$ cat config.mk
export PLATFORM = sky130hd
export DESIGN_NAME = sfifo_wr_arb
export DESIGN_NICKNAME = d
export VERILOG_FILES = /design/src/rtl/sfifo_wr_arb.sv
export SDC_FILE = /design/constraint.sdc
export NUM_CORES = 1
export LEC_CHECK = 0
export CAP_MARGIN = 10
export CELL_PAD_IN_SITES_DETAIL_PLACEMENT = 0
export CELL_PAD_IN_SITES_GLOBAL_PLACEMENT = 1
export CORE_UTILIZATION = 30
export CTS_CLUSTER_SIZE = 8
export DETAILED_ROUTE_END_ITERATION = 12
export DONT_BUFFER_PORTS = 1
export HOLD_SLACK_MARGIN = 0.1
export PLACE_DENSITY_LB_ADDON = 0.15
export REMOVE_ABC_BUFFERS = 1
export SKIP_CTS_REPAIR_TIMING = 1
export SYNTH_ARGS = -nofsm -noshare
export SYNTH_HDL_FRONTEND = slang
export SYNTH_SLANG_ARGS = --single-unit
$ cat constraint.sdc
create_clock -name clk -period 3.6 [get_ports clk]
set_input_delay 0.72 -clock clk [delete_from_list [all_inputs] [get_ports clk]]
set_output_delay 0.72 -clock clk [all_outputs]
set_load 0.1 [all_outputs]
$ cat src/rtl/sfifo_wr_arb.sv
// sfifo_wr_arb: round-robin arbiter sharing one single-clock sfifo write port
// among NUM_REQ valid/accept requesters.
//
// Optional feature macro: SFIFO_ARB_BURST_EN
//   defined   : a grant lasts up to MAX_BURST beats or until req_last.
//   undefined : every grant is exactly one beat; req_last is ignored and no
//               beat counter exists.
//
// state | meaning
// IDLE  | no owner; choose next requester searching from last_owner+1
// BURST | owner holds the port; a beat moves when req[owner] & ~sfifo_full

module sfifo_wr_arb #(
  parameter int NUM_REQ    = 4,
  parameter int DATA_WIDTH = 8,
  parameter int MAX_BURST  = 4
) (
  input  logic                          clk,
  input  logic                          rst_n,
  input  logic [NUM_REQ-1:0]            req,
  input  logic [NUM_REQ*DATA_WIDTH-1:0] req_data,
  input  logic [NUM_REQ-1:0]            req_last,
  output logic [NUM_REQ-1:0]            gnt,
  input  logic                          sfifo_full,
  output logic                          sfifo_wr,
  output logic [DATA_WIDTH-1:0]         sfifo_data,
  output logic [$clog2(NUM_REQ)-1:0]    owner,
  output logic                          busy
);

  localparam int OWN_W = $clog2(NUM_REQ);

  typedef enum logic {
    S_IDLE  = 1'b0,
    S_BURST = 1'b1
  } state_t;

  state_t           state;
  logic [OWN_W-1:0] last_owner;
  logic [OWN_W-1:0] nxt_owner;
  logic             own_req;
  logic             accept;
  logic             last_beat;

  // First requester at or after last_owner+1, wrapping; only used when req != 0.
  function automatic logic [OWN_W-1:0] rr_pick(input logic [NUM_REQ-1:0] r,
                                               input logic [OWN_W-1:0]   last);
    logic [OWN_W-1:0] pick;
    logic [OWN_W-1:0] idx;
    logic             found;
    pick  = '0;
    found = 1'b0;
    for (int k = 1; k <= NUM_REQ; k++) begin
      idx = OWN_W'((int'(last) + k) % NUM_REQ);
      if (!found && r[idx]) begin
        pick  = idx;
        found = 1'b1;
      end
    end
    return pick;
  endfunction

  assign nxt_owner = rr_pick(req, last_owner);

  // Valid bit of the current owner.
  always_comb begin
    own_req = 1'b0;
    for (int i = 0; i < NUM_REQ; i++) begin
      if (owner == OWN_W'(i)) own_req = req[i];
    end
  end

  assign accept = (state == S_BURST) && own_req && !sfifo_full;
  assign busy   = (state == S_BURST);

`ifdef SFIFO_ARB_BURST_EN
  localparam int CNT_W = $clog2(MAX_BURST + 1);

  logic [CNT_W-1:0] beat_cnt;
  logic             own_last;

  // Last-beat marker of the current owner.
  always_comb begin
    own_last = 1'b0;
    for (int i = 0; i < NUM_REQ; i++) begin
      if (owner == OWN_W'(i)) own_last = req_last[i];
    end
  end

  assign last_beat = own_last || (beat_cnt == CNT_W'(MAX_BURST - 1));

  // Beats accepted in the current grant; frozen while the FIFO is full.
  always_ff @(posedge clk or negedge rst_n) begin
    if (!rst_n) begin
      beat_cnt <= '0;
    end else if (state == S_IDLE) begin
      beat_cnt <= '0;
    end else if (accept) begin
      beat_cnt <= beat_cnt + 1'b1;
    end
  end
`else
  // Single-beat grants: every accepted beat closes the grant.
  localparam int unused_max_burst = MAX_BURST;
  logic unused_req_last;
  assign unused_req_last = ^req_last;
  assign last_beat       = 1'b1;
`endif

  // One-hot accept towards the owning requester.
  always_comb begin
    gnt = '0;
    for (int i = 0; i < NUM_REQ; i++) begin
      if (accept && (owner == OWN_W'(i))) gnt[i] = 1'b1;
    end
  end

  assign sfifo_wr = accept;

  // Owner's data is forwarded throughout BURST, zero otherwise.
  always_comb begin
    sfifo_data = '0;
    if (state == S_BURST) begin
      for (int i = 0; i < NUM_REQ; i++) begin
        if (owner == OWN_W'(i)) sfifo_data = req_data[i*DATA_WIDTH +: DATA_WIDTH];
      end
    end
  end

  // Arbitration in IDLE, burst termination (last beat or abandon) in BURST.
  always_ff @(posedge clk or negedge rst_n) begin
    if (!rst_n) begin
      state      <= S_IDLE;
      owner      <= '0;
      last_owner <= OWN_W'(NUM_REQ - 1);
    end else begin
      case (state)
        S_IDLE: begin
          if (|req) begin
            owner <= nxt_owner;
            state <= S_BURST;
          end
        end
        S_BURST: begin
          if (!own_req) begin
            state      <= S_IDLE;
            last_owner <= owner;
          end else if (accept && last_beat) begin
            state      <= S_IDLE;
            last_owner <= owner;
          end
        end
        default: state <= S_IDLE;
      endcase
    end
  end

  // Never write into a full FIFO, and accept at most one requester per cycle.
  a_no_wr_full: assert property (@(posedge clk) disable iff (!rst_n)
                                 !(sfifo_wr && sfifo_full));
  a_gnt_onehot: assert property (@(posedge clk) disable iff (!rst_n)
                                 $onehot0(gnt));

endmodule

# Yosys cells after proc, flatten, opt, wreduce, memory -nomap -nowiden
# Index checks and enable logic that the tools add are counted.
dict set report word_totals {
  register_bits 5
  latch_bits 0
  ramBits 0
  mem_bits_ro 0
  out_inout_bits 16
  word_cells 67
  mem_count 0
}
dict set report op_classes {
  addsub 4
  mul 0
  div_mod_pow 0
  magnitude_cmp 4
  n_eq_ne 4
  shift 0
  n_mux 34
  bitwise 1
  n_reduce_logical 17
}
# operator count
set op_table {}
lappend op_table {{two-way mux 8 bit} 5}
lappend op_table {{two-way mux 1 bit} 18}
lappend op_table {{less-than comparator 2 x 3 -> 1 bit (second input constant)} 4}
lappend op_table {{two-way mux 2 bit} 6}
lappend op_table {{logical AND 1 bit} 9}
lappend op_table {{binary-select mux 1 bit (select 2 bit)} 4}
lappend op_table {{adder 2 x 1 -> 2 bit (second input constant)} 2}
lappend op_table {{adder 2 bit (second input constant)} 2}
lappend op_table {{equality test 2 bit (second input constant)} 2}
lappend op_table {{zero test 1 bit} 4}
lappend op_table {{AND reduction 2 bit} 2}
lappend op_table {{OR reduction 4 bit} 1}
lappend op_table {{equality test 2 x 1 -> 1 bit (second input constant)} 1}
lappend op_table {{zero test 2 bit} 1}
lappend op_table {{inequality test 2 x 1 -> 1 bit (second input constant)} 1}
lappend op_table {{case mux 1 bit (2 select lines)} 1}
lappend op_table {{NOT 1 bit} 1}

# Depth between registers and ports, before layout
# Gate-level depths: netlist of the first run.
dict set report logic_depth {
  ltp_word 13
  mapped_depth 5
  ltp_nobuf 3
}

# Worst setup path after synthesis of the first run
# OpenSTA, ideal clock, no wires.
dict set report synth_timing {
  path_type {register to output}
  start {register owner[1]}
  end {output port gnt[0]}
  t_arrival_ns 4.380
  slack_ns -1.500
  path_stages_with_launch 4
  n_path_buf 2
  cell_sequence {dfrtp_1 buf_2 buf_2 nor4b_1}
}
dict set report synth_between {
  elab_chain_cells 9
  elab_cells_between_ends 12
  classes_between {3 x eq/ne; 5 x mux; 4 x reduce/logical}
}
# item line
set synth_lines {}
lappend synth_lines {{start, declared} 27} ;# output logic [$clog2(NUM_REQ)-1:0] owner,
lappend synth_lines {{start signal, assigned} 140} ;# owner <= nxt_owner;
lappend synth_lines {{zero test 2 bit} {69, 114}}
lappend synth_lines {{two-way mux 1 bit (4 in a row)} 69} ;# if (owner == OWN_W'(i)) own_req = req[i];
lappend synth_lines {{logical AND 1 bit (2 in a row)} 73} ;# assign accept = (state == S_BURST) && own_req && !sfifo_full;
lappend synth_lines {{logical AND 1 bit (*)} 114} ;# if (accept && (owner == OWN_W'(i))) gnt[i] = 1'b1;
lappend synth_lines {{two-way mux 1 bit (*)} 114}
lappend synth_lines {{end, declared} 23} ;# output logic [NUM_REQ-1:0] gnt,
# Every way passes the cells marked *; elsewhere a longest branch is shown, timed or not.

# Worst setup path in the final report of the first run
dict set report layout_timing {
  start {register owner[0]}
  end {output port sfifo_data[0]}
}
dict set report layout_between {
  elab_chain_cells 6
  elab_cells_between_ends 9
  classes_between {3 x eq/ne; 5 x mux; 1 x reduce/logical}
}
# item line
set layout_lines {}
lappend layout_lines {{zero test 2 bit} 125} ;# if (owner == OWN_W'(i)) sfifo_data = req_data[i*DATA_WIDTH +: DATA_WIDTH];
lappend layout_lines {{two-way mux 8 bit (3 in a row)} 125}
lappend layout_lines {{two-way mux 8 bit (*)} 125}
lappend layout_lines {{two-way mux 8 bit (*)} 123} ;# if (state == S_BURST) begin
lappend layout_lines {{end, declared} 26} ;# output logic [DATA_WIDTH-1:0] sfifo_data,
# Marked as above.

==> impl_summary.txt, run 1 <==
----------------------------------------------------
[Timing]
  Final max-slew violation count ... 0
  Total of endpoints with negative setup slack in the final report ... 0
  Max Clock Skew ... 1.19 ps
  Slew at the pin with the worst max-slew slack ... 926 ps
  Time the final worst path needs with I/O delays and setup ... 2970 ps
  Final worst-path cycle share ... 0.826
  Fin worst setup slack ... 627 ps
  Total count of hold-check failures in the final report ... 0
  Top achievable clock speed ... 0.336 GHz
  Final hold slack ... 173 ps
  Setup repair after global routing missed its margin ... no
  Slew Limit Headroom ... 0.383

[Clock network]
  Clk root buf ... clkbuf_4
  Total clock buffers created by CTS ... 3
  Clock sink total ... 5
  H-tree level count ... 1
  Clock insertion delay at the later pin of the skew report ... 240 ps
  Clock transition at the registers of the reported paths ... 40 ps
  Clock tree from TritonCTS ... built
  Worst-case clock buffer depth ... 2

[Synth]
  Flops & latches, synth ... 5
  Most used standard cell by instance count after synthesis ... and2_1
  Post-synth top flop ... dfrtp_1
  Synth cell count leaders ... and2_1 (8), mux4_1 (6), nand2_1 (5)
  Syn Area/Cell ... 10.6 µm²
  Ranking of synthesized cells by area ... mux4_1 (22%), dfrtp_1 (10%), dfstp_2 (7.2%), and2_1 (6.8%), mux4_2 (6.1%)
  Number of warnings reported in the yosys synthesis log ... 0
  Largest area contributor in the netlist ... mux4_1
  Synthesized netlist cell count ... 69
  Post-Syn Area ... 733 µm²
  Count of cell types in the netlist ... 36
  Area fraction of the dominant cell type after synthesis ... 0.215
  Post-synthesis sequential area ratio ... 0.174
  Number of flops mapped to enable cells by yosys ... 0
  FFs w/ async S/R, synth ... 1.00

[Cells and area]
  Fin nets ... 124
  Area occupied by multi-input gates ... 569 µm²
  Layout overhead on the synthesized area ... 22.9%
  Total of fill cells in the finished design ... 236
  Antenna cell count ... 0
  Area of all sequential standard cells ... 130 µm²
  Layout cells sized above 1 ... 0.413
  Final core utilization ... 0.400

[Drt]
  Final antenna-violating net count ... 0
  Average wire length per cell after detail routing ... 15.9 µm
  DRC violation count after routing ... 0
  Via total after detailed routing ... 616
  Number of design-rule violations left by the first detailed-router iteration ... 5
  Routed Wire Length ... 1.72 mm
  Number of search-and-repair iterations in the first detailed-routing pass ... 4
  Detail-routed via count per cell ... 5.70

[Global routing]
  Number of antenna violations at the first check in global routing ... 0
  GR Layer Usage met2 ... 0.234
  GR Util met3 ... 0.0536
  Most Used Layer, Global Route ... met2
  Number of global-route vias before repair ... 595
  Met1 usage ... 0.126
  GRT Util Overall ... 0.129
  Pin count of the biggest net entering global routing ... 21
  GRT overflow ... 0
  Wire length of the first global-routing pass ... 2.48 mm

[Worst setup path]
  Delay contributed by the slowest stage of the critical path ... 970 ps
  Maximum net fanout on the critical path ... 18
  Minimum setup slack among reg-to-reg paths ... 1590 ps
  Crit. Startpoint ... owner[0]$_DFFE_PN0P_
  Endpoint of the worst register-to-register path ... last_owner[0]$_DFFE_PN1P_
  Sequence of cells on the critical path ... mux4_1 -> and2_1 -> buf_4
  Critical setup path kind ... reg2out
  Data arrival time of the worst path ... 2250 ps
  Crit path to ... sfifo_data[0]
  Reg-to-reg critical path startpoint ... owner[0]$_DFFE_PN0P_
  Slowest library cell on the worst path ... dfrtp_2
  Cell count of the worst reg-to-reg path ... 3
  CP Capture Type ... primary output
  Worst Setup Start Kind ... register
  Critical path data required time ... 2880 ps

[Place]
  Count of buffers from port buffering ... 0
  Placement Setup Slack ... 852 ps
  Placer congestion estimate ... 0.758
  Post-DP HPWL ... 1.26 mm

[Die]
  Placeable Area ... 2250 µm²
  Die extent in y ... 51.4 µm
  Die footprint ... 2650 µm²
  Die span in x ... 51.4 µm
  Placement row count ... 17
  Starting density of the core ... 0.325
  I/O pin count ... 59

[Job]
  Max-cap viol count ... 0

[Min path]
  Path category of the worst min-delay check ... in2async

[Outcome]
  Status ... finished, final reports clean

----------------------------------------------------
==> cell type report <==
type                            count  area share
Inverter                            4      0.0167
Clock buffer                        4      0.0292
Multi-Input combinational cell     55       0.632
Sequential cell                     5       0.144
Timing Repair Buffer               12       0.139
Tap cell                           28      0.0389
==> cell families (layout without fill, tap and decap cells) <==
kind of cell,Yosys count,after routing,synth area share
AO/OA/AOI/OAI,17,17,0.171
AND/OR/NAND/NOR,25,25,0.196
buffers and inverters,9,20,0.0819
flip-flops,5,5,0.174
multiplexers,13,13,0.377
==> metal layers <==
metal	routed length, µm	share of wire
met5	0	0
met4	9	0.0052
met3	205	0.12
met2	833	0.49
met1	666	0.39
==> how the worst min path moves through the flow <==
stage               slack (ps)                   end  start  depth (start not counted)
finish                     170  owner[1]$_DFFE_PN0P_  rst_n                          0
global route               160  owner[1]$_DFFE_PN0P_  rst_n                          0
CTS                        160  owner[1]$_DFFE_PN0P_  rst_n                          0
detailed placement         420  owner[0]$_DFFE_PN0P_  rst_n                          0
global placement           420  owner[0]$_DFFE_PN0P_  rst_n                          0
floorplan                  420        busy$_DFF_PN0_  rst_n                          0
==> sequential cells by signal (all words and copies together) (netlist names) <==
| register | cells |
|---|---|
| busy | 1 |
| owner | 2 |
| last_owner | 2 |
==> worst max-delay path: cells and delay by family (launching register included) <==
family / cells / cell delay (ps)
muxes: 1 / 640
buffers and inverters: 1 / 230
and+or+nand+nor: 1 / 170
DFF: 1 / 970
==> cell usage in the layout, fill, tap and decap left out <==
cell type / count
o221ai_2: 1
nor2_1: 4
nor4_1: 1
o22ai_1: 1
a211oi_4: 1
clkbuf_1: 1
mux2i_2: 1
o21bai_1: 1
o211ai_1: 2
dfrtp_1: 1
nor3_2: 1
and4b_2: 1
a31oi_1: 1
a22oi_1: 1
a21o_1: 1
dfrtp_2: 2
a21oi_1: 2
clkbuf_4: 3
a311o_1: 1
mux4_1: 6
clkbuf_16: 2
buf_4: 10
nor2b_1: 1
and2_1: 8
o21ba_2: 1
mux2_2: 2
inv_1: 4
nor4b_2: 1
and4_2: 1
nand2b_1: 2
dfstp_2: 2
mux2_4: 1
o21ai_0: 3
nand2_1: 5
mux4_2: 2
a21boi_0: 1
mux2i_4: 1
==> stage by stage <==
stage	TNS (ps)	cells	area [µm²]
2_1_floorplan	-3230	64	688
3_3_place_gp	0	104	875
3_5_place_dp	0	104	875
4_1_cts	0	108	901
5_1_grt	0	108	901
6_report	0	108	901
Power of run 1 is left out: the tool's default activity adds up to more than one toggle a clock period on the data nets, which glitch-free logic cannot reach.
==> inputs of run 2 (changes only) <==
==> constraint.sdc (replaced) <==
create_clock -name clk -period 3.1 [get_ports clk]
set_input_delay 0.62 -clock clk [delete_from_list [all_inputs] [get_ports clk]]
set_output_delay 0.62 -clock clk [all_outputs]
set_load 0.1 [all_outputs]
==> impl_summary.txt, run 2 (same netlist as run 1, synthesis figures left out) <==
----------------------------------------------------
[Outcome]
  Status ... finished, final reports clean (unchanged)

[Clock network]
  Total clock buffers created by CTS ... 3 (unchanged)
  H-tree level count ... 1 (unchanged)
  Clock transition at the registers of the reported paths ... 50 ps (was 40 ps)
  Worst-case clock buffer depth ... 2 (unchanged)
  Clock tree from TritonCTS ... built (unchanged)
  Clk root buf ... clkbuf_4 (unchanged)
  Clock insertion delay at the later pin of the skew report ... 240 ps (about the same)
  Clock sink total ... 5 (unchanged)

[Die]
  Placement row count ... 17 (unchanged)
  I/O pin count ... 59 (unchanged)
  Die extent in y ... 51.4 µm (unchanged)
  Die footprint ... 2650 µm² (unchanged)
  Placeable Area ... 2250 µm² (unchanged)
  Die span in x ... 51.4 µm (unchanged)
  Starting density of the core ... 0.325 (unchanged)

[Global routing]
  Number of global-route vias before repair ... 637 (was 595)
  GRT overflow ... 0 (unchanged)
  Wire length of the first global-routing pass ... 2.83 mm (was 2.48 mm)
  GR Layer Usage met2 ... 0.247 (was 0.234)
  GRT Util Overall ... 0.145 (was 0.129)
  Met1 usage ... 0.169 (was 0.126)
  Most Used Layer, Global Route ... met2 (unchanged)
  Number of antenna violations at the first check in global routing ... 0 (unchanged)
  Pin count of the biggest net entering global routing ... 19 (was 21)
  GR Util met3 ... 0.0536 (unchanged)

[Job]
  Max-cap viol count ... 0 (unchanged)

[Timing]
  Final max-slew violation count ... 0 (unchanged)
  Max Clock Skew ... 4.64 ps (was 1.19 ps)
  Final worst-path cycle share ... 0.808
  Total of endpoints with negative setup slack in the final report ... 0 (unchanged)
  Slew Limit Headroom ... 0.665 (was 0.383)
  Slew at the pin with the worst max-slew slack ... 503 ps (was 926 ps)
  Total count of hold-check failures in the final report ... 0 (unchanged)
  Setup repair after global routing missed its margin ... no (unchanged)
  Time the final worst path needs with I/O delays and setup ... 2510 ps
  Top achievable clock speed ... 0.399 GHz

[Cells and area]
  Most frequent standard cell in the layout excluding fill and tap cells ... buf_4 (unchanged)
  Antenna cell count ... 0 (unchanged)
  Total of fill cells in the finished design ... 233 (was 236)
  Area of all sequential standard cells ... 130 µm² (unchanged)
  Fin nets ... 129 (was 124)
  Layout overhead on the synthesized area ... 30.0% (was 22.9%)
  Area occupied by multi-input gates ... 569 µm² (unchanged)
  Layout cells sized above 1 ... 0.435 (was 0.413)
  Final core utilization ... 0.423 (was 0.400)
  Most frequent cells in the layout ... buf_4 (13), and2_1 (8), mux4_1 (6), nand2_1 (5) (was buf_4 (10), and2_1 (8), mux4_1 (6), nand2_1 (5))

[Worst setup path]
  Delay contributed by the slowest stage of the critical path ... 630 ps (was 970 ps)
  Worst Setup Start Kind ... register (unchanged)
  Maximum net fanout on the critical path ... 16 (was 18)
  Endpoint of the worst register-to-register path ... last_owner[0]$_DFFE_PN1P_ (unchanged)
  Sequence of cells on the critical path ... mux4_1 -> and2_1 -> buf_4 (unchanged)
  Minimum setup slack among reg-to-reg paths ... 1430 ps (was 1590 ps)
  Slowest library cell on the worst path ... dfrtp_2 (unchanged)
  Worst Path Buf+Inv ... 1 (unchanged)
  Reg-to-reg critical path startpoint ... owner[0]$_DFFE_PN0P_ (unchanged)
  Data arrival time of the worst path ... 1890 ps (was 2250 ps)
  Cell count of the worst reg-to-reg path ... 3 (unchanged)
  CP delay by family, top ... flip-flops (unchanged)
  Critical path data required time ... 2480 ps (was 2880 ps)
  Critical setup path kind ... reg2out (unchanged)
  CP Capture Type ... primary output (unchanged)

[Drt]
  Detail-routed via count per cell ... 5.66 (was 5.70)
  Routed Wire Length ... 1.79 mm (was 1.72 mm)
  Final antenna-violating net count ... 0 (unchanged)
  DRC violation count after routing ... 0 (unchanged)
  Number of search-and-repair iterations in the first detailed-routing pass ... 5 (was 4)
  Via total after detailed routing ... 640 (was 616)
  Average wire length per cell after detail routing ... 15.8 µm (was 15.9 µm)
  Number of design-rule violations left by the first detailed-router iteration ... 7 (was 5)

[Place]
  Post-DP HPWL ... 1.38 mm (was 1.26 mm)
  Count of buffers from port buffering ... 0 (unchanged)
  Placer congestion estimate ... 0.737 (was 0.758)

[Min path]
  Path category of the worst min-delay check ... in2async (unchanged)

----------------------------------------------------
[run 2: routing by layer]
metal  part of all wire  vias to the layer above  routed length, µm
met5                  0                        -                  0
met4                  0                        0                  0
met3               0.12                        0                217
met2               0.50                       43                889
met1               0.38                      293                682
li1                   -                      304                  -
[run 2: worst max path at each step]
stage                         startpoint       endpoint  slack, ps  cells past startpoint
global route        owner[0]$_DFFE_PN0P_  sfifo_data[4]        480                      3
global placement    owner[0]$_DFFE_PN0P_  sfifo_data[0]        840                      3
floorplan                 busy$_DFF_PN0_         gnt[0]      -1970                      2
finish              owner[0]$_DFFE_PN0P_  sfifo_data[4]        590                      3
CTS                 owner[0]$_DFFE_PN0P_  sfifo_data[4]        550                      3
detailed placement  owner[0]$_DFFE_PN0P_  sfifo_data[4]        790                      3
[run 2: layout make-up]
cell class / count / share of cell area
multi-input cells: 55 / 0.597
repair buffers: 17 / 0.186
flip-flops and latches: 5 / 0.136
well taps: 28 / 0.0367
clock buffers: 4 / 0.0276
inverters: 4 / 0.0157
[run 2: metrics by stage]
step	hold WS [ps]	TNS (ps)	setup WS [ps]	instance area [µm²]	instances
global placement	325	0	843	917	108
floorplan	324	-4610	-1970	688	64
finish	220	0	594	953	113
CTS	66.3	0	553	943	112
detailed placement	325	0	790	917	108
global route	200	0	479	953	113
Power of run 2 is left out for the same reason.
